==> src/rtl/add_sub_alu_pkg.sv <==
// add_sub_alu_pkg: opcode and FSM state encodings shared by the ALU top, its core and users.
// Latency: n/a (declarations only).
// Backpressure: n/a.
package add_sub_alu_pkg;

  localparam logic [2:0] OP_ADD = 3'b000;
  localparam logic [2:0] OP_SUB = 3'b001;
  localparam logic [2:0] OP_AND = 3'b010;
  localparam logic [2:0] OP_OR  = 3'b011;
  localparam logic [2:0] OP_XOR = 3'b100;
  localparam logic [2:0] OP_NOT = 3'b101;
  localparam logic [2:0] OP_INC = 3'b110;
  localparam logic [2:0] OP_DEC = 3'b111;

  typedef enum logic [1:0] {
    ST_IDLE = 2'd0,
    ST_EXEC = 2'd1,
    ST_DONE = 2'd2
  } state_t;

endpackage

==> src/rtl/add_sub_alu_if.sv <==
// add_sub_alu_if: request/result bundle between the datapath sequencer (master) and the ALU (slave).
// Latency: n/a (wires only).
// Backpressure: master may raise cs only while rdy=1; results are qualified by the 1-cycle valid pulse.
// Signals: cs, OP, A, B, CIN (master->slave); SUM, COUT, rdy, valid, ZF, NF, VF (slave->master).
interface add_sub_alu_if #(
  parameter int WIDTH = 8
) ();

  logic             cs;
  logic [2:0]       OP;
  logic [WIDTH-1:0] A;
  logic [WIDTH-1:0] B;
  logic             CIN;
  logic [WIDTH-1:0] SUM;
  logic             COUT;
  logic             rdy;
  logic             valid;
  logic             ZF;
  logic             NF;
  logic             VF;

  modport master (
    output cs, OP, A, B, CIN,
    input  SUM, COUT, rdy, valid, ZF, NF, VF
  );

  modport slave (
    input  cs, OP, A, B, CIN,
    output SUM, COUT, rdy, valid, ZF, NF, VF
  );

endinterface

==> src/rtl/add_sub_alu_core.sv <==
// add_sub_alu_core: combinational WIDTH-bit datapath (op,a,b,cin) -> (res,cout,zf,nf,vf).
// Latency: 0 cycles (pure combinational).
// Backpressure: none; caller registers the outputs.
// Ports: op/a/b/cin in; res/cout/zf/nf/vf out. Flags are only built with ADD_SUB_ALU_FLAGS_EN, else tied 0.
module add_sub_alu_core #(
  parameter int WIDTH = 8
) (
  input  logic [2:0]       op,
  input  logic [WIDTH-1:0] a,
  input  logic [WIDTH-1:0] b,
  input  logic             cin,
  output logic [WIDTH-1:0] res,
  output logic             cout,
  output logic             zf,
  output logic             nf,
  output logic             vf
);
  import add_sub_alu_pkg::*;

  // All four arithmetic ops share one adder: a + b_eff + c_eff.
  logic [WIDTH-1:0] b_eff;
  logic             c_eff;
  logic [WIDTH:0]   sum_ext;

  always_comb begin
    b_eff = '0;
    c_eff = 1'b0;
    case (op)
      OP_ADD:  begin b_eff = b;  c_eff = cin;  end
      OP_SUB:  begin b_eff = ~b; c_eff = 1'b1; end
      OP_INC:  begin b_eff = {{(WIDTH-1){1'b0}}, 1'b1}; end
      OP_DEC:  begin b_eff = '1; end
      default: ;
    endcase
    sum_ext = {1'b0, a} + {1'b0, b_eff} + {{WIDTH{1'b0}}, c_eff};
  end

  always_comb begin
    res  = '0;
    cout = 1'b0;
    case (op)
      OP_AND:  res = a & b;
      OP_OR:   res = a | b;
      OP_XOR:  res = a ^ b;
      OP_NOT:  res = ~a;
      default: {cout, res} = sum_ext;
    endcase
  end

`ifdef ADD_SUB_ALU_FLAGS_EN
  // Arithmetic opcodes (000,001,110,111) are exactly those with op[2]==op[1].
  assign zf = (res == '0);
  assign nf = res[WIDTH-1];
  assign vf = (op[2] == op[1]) && (a[WIDTH-1] == b_eff[WIDTH-1]) && (res[WIDTH-1] != a[WIDTH-1]);
`else
  assign zf = 1'b0;
  assign nf = 1'b0;
  assign vf = 1'b0;
`endif

endmodule

==> src/rtl/add_sub_alu.sv <==
// add_sub_alu: handshaked WIDTH-bit ALU (8 opcodes) with registered result and optional ZF/NF/VF flags.
// Latency: cs captured at edge k, result registered at edge k+1 (valid high), idle again at edge k+2.
// Backpressure: cs honoured only while rdy=1 (IDLE); requests during EXEC/DONE are dropped, not queued.
// Ports: clk, rst (sync active-high), bus (add_sub_alu_if.slave). Optional macro: ADD_SUB_ALU_FLAGS_EN.
module add_sub_alu #(
  parameter int WIDTH = 8
) (
  input  logic          clk,
  input  logic          rst,
  add_sub_alu_if.slave  bus
);
  import add_sub_alu_pkg::*;

  state_t           state_q, state_d;
  logic [2:0]       op_q;
  logic [WIDTH-1:0] a_q, b_q;
  logic             cin_q;
  logic [WIDTH-1:0] sum_q;
  logic             cout_q;

  logic [WIDTH-1:0] res_c;
  logic             cout_c, zf_c, nf_c, vf_c;

  always_ff @(posedge clk) begin
    if (rst) state_q <= ST_IDLE;
    else     state_q <= state_d;
  end

  always_comb begin
    state_d   = state_q;
    bus.rdy   = 1'b0;
    bus.valid = 1'b0;
    case (state_q)
      ST_IDLE: begin
        bus.rdy = 1'b1;
        if (bus.cs) state_d = ST_EXEC;
      end
      ST_EXEC: state_d = ST_DONE;
      ST_DONE: begin
        bus.valid = 1'b1;
        state_d   = ST_IDLE;
      end
      default: state_d = ST_IDLE;
    endcase
  end

  // Operands are frozen at the capture edge so the bus may change freely afterwards.
  always_ff @(posedge clk) begin
    if (rst) begin
      op_q  <= OP_ADD;
      a_q   <= '0;
      b_q   <= '0;
      cin_q <= 1'b0;
    end else if (state_q == ST_IDLE && bus.cs) begin
      op_q  <= bus.OP;
      a_q   <= bus.A;
      b_q   <= bus.B;
      cin_q <= bus.CIN;
    end
  end

  add_sub_alu_core #(.WIDTH(WIDTH)) u_core (
    .op   (op_q),
    .a    (a_q),
    .b    (b_q),
    .cin  (cin_q),
    .res  (res_c),
    .cout (cout_c),
    .zf   (zf_c),
    .nf   (nf_c),
    .vf   (vf_c)
  );

  always_ff @(posedge clk) begin
    if (rst) begin
      sum_q  <= '0;
      cout_q <= 1'b0;
    end else if (state_q == ST_EXEC) begin
      sum_q  <= res_c;
      cout_q <= cout_c;
    end
  end

  assign bus.SUM  = sum_q;
  assign bus.COUT = cout_q;

`ifdef ADD_SUB_ALU_FLAGS_EN
  logic zf_q, nf_q, vf_q;

  always_ff @(posedge clk) begin
    if (rst) begin
      zf_q <= 1'b0;
      nf_q <= 1'b0;
      vf_q <= 1'b0;
    end else if (state_q == ST_EXEC) begin
      zf_q <= zf_c;
      nf_q <= nf_c;
      vf_q <= vf_c;
    end
  end

  assign bus.ZF = zf_q;
  assign bus.NF = nf_q;
  assign bus.VF = vf_q;
`else
  // Core ties its flag outputs to 0 in this build; no flag registers exist.
  assign bus.ZF = zf_c;
  assign bus.NF = nf_c;
  assign bus.VF = vf_c;
`endif

endmodule
==> src/flat_wrapper.sv <==
// flat-port wrapper written by rule: the top's interface ports become plain ports
module add_sub_alu_flat import add_sub_alu_pkg::*;
#(
  parameter int WIDTH = 8
)
  (clk, rst, bus_cs, bus_OP, bus_A, bus_B, bus_CIN, bus_SUM, bus_COUT, bus_rdy, bus_valid, bus_ZF, bus_NF, bus_VF);
  add_sub_alu_if #(.WIDTH(WIDTH)) bus_i ();
  input  logic clk;
  input  logic rst;
  input wire logic [$bits(bus_i.cs)-1:0] bus_cs;
  input wire logic [$bits(bus_i.OP)-1:0] bus_OP;
  input wire logic [$bits(bus_i.A)-1:0] bus_A;
  input wire logic [$bits(bus_i.B)-1:0] bus_B;
  input wire logic [$bits(bus_i.CIN)-1:0] bus_CIN;
  output wire logic [$bits(bus_i.SUM)-1:0] bus_SUM;
  output wire logic [$bits(bus_i.COUT)-1:0] bus_COUT;
  output wire logic [$bits(bus_i.rdy)-1:0] bus_rdy;
  output wire logic [$bits(bus_i.valid)-1:0] bus_valid;
  output wire logic [$bits(bus_i.ZF)-1:0] bus_ZF;
  output wire logic [$bits(bus_i.NF)-1:0] bus_NF;
  output wire logic [$bits(bus_i.VF)-1:0] bus_VF;
  assign bus_i.cs = bus_cs;
  assign bus_i.OP = bus_OP;
  assign bus_i.A = bus_A;
  assign bus_i.B = bus_B;
  assign bus_i.CIN = bus_CIN;
  assign bus_SUM = bus_i.SUM;
  assign bus_COUT = bus_i.COUT;
  assign bus_rdy = bus_i.rdy;
  assign bus_valid = bus_i.valid;
  assign bus_ZF = bus_i.ZF;
  assign bus_NF = bus_i.NF;
  assign bus_VF = bus_i.VF;
  add_sub_alu #(.WIDTH(WIDTH)) u_core (.clk(clk), .rst(rst), .bus(bus_i));
endmodule
==> config.mk <==
export PLATFORM = sky130hd
export DESIGN_NAME = add_sub_alu_flat
export DESIGN_NICKNAME = d
export VERILOG_FILES = /design/src/rtl/add_sub_alu_pkg.sv /design/src/rtl/add_sub_alu_if.sv /design/src/rtl/add_sub_alu_core.sv /design/src/rtl/add_sub_alu.sv /design/src/flat_wrapper.sv
export SDC_FILE = /design/constraint.sdc
export NUM_CORES = 1
export LEC_CHECK = 0
export BUFFER_PORTS_ARGS = -buffer_cell sky130_fd_sc_hd__buf_2
export CORE_ASPECT_RATIO = 0.7
export CORE_MARGIN = 2
export CORE_UTILIZATION = 55
export CTS_BUF_LIST = sky130_fd_sc_hd__clkbuf_16
export CTS_CLUSTER_SIZE = 20
export DETAILED_ROUTE_END_ITERATION = 7
export GPL_ROUTABILITY_DRIVEN = 1
export PLACE_DENSITY = 0.82
export SLEW_MARGIN = 20
export SYNTH_ARGS = -nofsm -noshare
export SYNTH_HDL_FRONTEND = slang
export SYNTH_HIERARCHICAL = 1
export SYNTH_SLANG_ARGS = --single-unit
==> constraint.sdc <==
create_clock -name clk -period 3.81 [get_ports clk]
set_input_delay 0.1905 -clock clk [delete_from_list [all_inputs] [get_ports clk]]
set_output_delay 0.1905 -clock clk [all_outputs]
set_load 0.05 [all_outputs]
==> run_results.csv <==
group,metric,value,unit
outcome,status,"complete, no violations",
routing,ant_nets,0,
hold_path,worstHoldStart,"bus_A[6]",
synth,synth_compound_area_share,16.3,%
sta,fin_crit,3.00,ns
cts,path_clk_slew,0.05,ns
sta,post-route-period-util,78.7,%
routing,wl_met3,310,µm
setup_path,cp-start-kind,"flop",
die,die_w,79.3,µm
grt,grt-ovfl-total,0,
synth,synthSimpleGateAreaFrac,15.5,%
sta,setup_viol,0,
routing,wirelength,4500,µm
synth,synthMuxAreaShare,11.0,%
cts,clock_sinks,31,
routing,vias_per_cell,5.27,
cells_and_area,final_cell_mix,"buf_2, dfxtp_1, nand2_1, nor2_1, mux2i_1",
sta,hold_slack,0.152,ns
setup_path,r2r_end,"u_core/bus.SUM[6]",
placed_design,io_buffers,33,
synth,synthFlopType,"dfxtp_1",
cts,worstSkewPairLatency,0.27,ns
cells_and_area,drive_gt1_share,16.0,%
sta,slew_violations,0,
routing,top_layer_used,"met4",
setup_path,reg2reg_depth,11,
cells_and_area,final_common_cell,"buf_2",
sta,hold_viol_final,0,
placed_design,hpwl,3320,µm
routing,wl_per_cell,13.0,µm
die,fp.dieH,56.7,µm
synth,ys_ff_latch,31,
synth,ys_warn_count,6,
cts,cts_tree,"yes",
grt,grt_pass1_vias,1553,
grt,grt_max_degree,35,
setup_path,arrival,3.13,ns
routing,drt-initial-drc-count,138,
routing,vias,1822,
sta,skew,0.00153,ns
setup_path,end_kind,"flop",
synth,synth_top_family_by_area,"compound AO/OA/AOI/OAI gates",
pwr,fin_total_pwr,990,µW
cts,cts.path.max_buffers,2,
setup_path,rr_startpoint,"u_core/op_q[2]",
pwr,leakage,0.00111,µW
die,core-area,3870,µm²
setup_path,rrSetupSlack,0.81,ns
cts,cts_resized,0,
hold_path,hp-class,"in -> reg",
synth,synth_xor_area_share,5.21,%
placed_design,place_inst,338,
setup_path,critPathKind,"reg -> reg",
pwr,ir_drop,0.215,mV
synth,ys_seq_area_share,28.4,%
sta,slew_headroom,59.1,%
die,initial_utilization,56.3,%
setup_path,required,3.94,ns
cells_and_area,area_delta_synth_final,13.1,%
synth,synth_cells,266,
synth,syn_avg_cell_area,8.21,µm²
routing,dr_wl_met2,1920,µm
synth,postSynth.asyncResetShare,0,%
routing,m1WireLength,2230,µm
synth,yosysUniqueCellTypes,37,
routing,drc_errors,0,
grt,grt_pass1_wl,7270,µm
grt,grt_usage,21.0,%
hold_path,hold_depth,3,
sta,worst_pin_slew,0.612,ns
synth,synthesis.area,2180,µm²
sta,tns,0,ns
cts,cts_max_level,2,
die,die_area,4500,µm²
die,io_pins,37,
grt,antenna_found_initial,0,
sta,fmax,334,MHz
cells_and_area,finish.net_count,341,
cts,ctsHoldBuffers,0,
cells_and_area,stdcell_count,346,
cts,root_buffer,"clkbuf_16",
synth,synth_fa_ha_area_share,15.0,%
pwr,p_per_area,401,nW/µm²
synth,synth_edf_count,0,
cells_and_area,antenna_cells,0,
sta,rsz0062_at_grt,"false",
cts,cts_made_buffers,5,
setup_path,crit_path_max_fanout,16,
die,row_count,19,
hold_path,min_to,"u_core/a_q[6]",
placed_design,gp_congestion,0.850,
run,max_cap_viol_count,0,
routing,first_pass_iters,4,
cts,postCtsSetupRepairBufs,0,
==> final cells by class <==
cell class                      instances  area, µm²
Clock buffer                            5        125
Fill cell                             353       1410
Clock inverter                          3       12.5
Tap cell                               52       65.1
Multi-Input combinational cell        199       1390
Sequential cell                        31        621
Inverter                               21       78.8
Timing Repair Buffer                   35        180
==> critical path, cell delays in order, from the launching register on <==
cell,delay [ns]
dfxtp_1,0.58
or2_2,0.28
o21ai_0,0.13
fa_1,0.47
fa_1,0.43
a21oi_2,0.15
o211ai_1,0.13
or3_1,0.32
a21oi_1,0.16
o22ai_1,0.09
nand2_1,0.07
a21oi_1,0.06
==> metal layers <==
| layer | GRT usage (%) | up-vias |
|---|---|---|
| met2 | 30.5 | 58 |
| met5 | 0 | - |
| met4 | 5.91 | 0 |
| li1 | - | 946 |
| met1 | 30.7 | 814 |
| met3 | 5.47 | 4 |
==> state kept, by name (all words and copies together), names as in the netlist <==
name and count:
u_core/bus.COUT 1, u_core/a_q 8, u_core/op_q 3, u_core/bus.SUM 8
u_core/cin_q 1, u_core/state_q 2, u_core/b_q 8
==> logic make-up (layout without fill, tap and decap cells) <==
kind of cell | Yosys count | count (layout)
DFF | 31 | 31
AOI/OAI and AO/OA | 58 | 58
buffers and inverters | 38 | 64
other | 1 | 3
xor gates and xnor gates | 13 | 13
adders and majority gates | 25 | 25
and+or+nand+nor | 76 | 76
muxes | 24 | 24
==> Yosys cell counts (2+ instances only) <==
master	number	share of area [%]
nor2_1	29	5.0
mux2i_1	24	11
o22ai_1	3	0.86
nand2_1	30	5.2
ha_1	23	13
xor2_1	2	0.80
buf_4	3	1.0
nor2b_1	5	1.4
dfxtp_1	31	28
o211ai_1	4	1.4
fa_1	2	1.8
nand2b_1	4	1.1
clkbuf_1	5	0.86
inv_1	21	3.6
buf_2	6	1.4
o21ai_0	20	4.6
o221ai_1	4	1.6
buf_6	3	1.5
xnor2_1	11	4.4
nand3_1	3	0.69
a21oi_1	17	3.9
==> metrics by stage <==
step	instance area, µm²	utilization, %	setup slack, ns
after floorplan	2190	-	1.03
after global placement	2330	60.2	0.923
after detailed placement	2330	60.2	0.849
after CTS	2470	63.7	0.825
after global routing	2470	63.7	0.583
final	2470	63.7	0.813
==> report_power, final <==
group / internal [µW] / switching (µW) / total [µW] / leakage [µW]
sequential: 346 / 24.4 / 370 / 0.000254
clock: 235 / 134 / 369 / 0.0000762
combinational: 103 / 148 / 251 / 0.000776
==> worst max-delay path by stage <==
| stage | startpoint | to | slack, ns | cells past startpoint |
|---|---|---|---|---|
| floorplan | u_core/op_q[0] | u_core/bus.SUM[6] | 1.03 | 13 |
| finish | u_core/op_q[2] | u_core/bus.SUM[6] | 0.81 | 11 |
| CTS | u_core/op_q[2] | u_core/bus.SUM[6] | 0.83 | 11 |
| global placement | u_core/op_q[2] | u_core/bus.SUM[6] | 0.92 | 11 |
| global route | u_core/op_q[2] | u_core/bus.SUM[6] | 0.58 | 11 |
| detailed placement | u_core/op_q[2] | u_core/bus.SUM[6] | 0.85 | 11 |
Note: power is estimated with default switching activity, not from simulation.
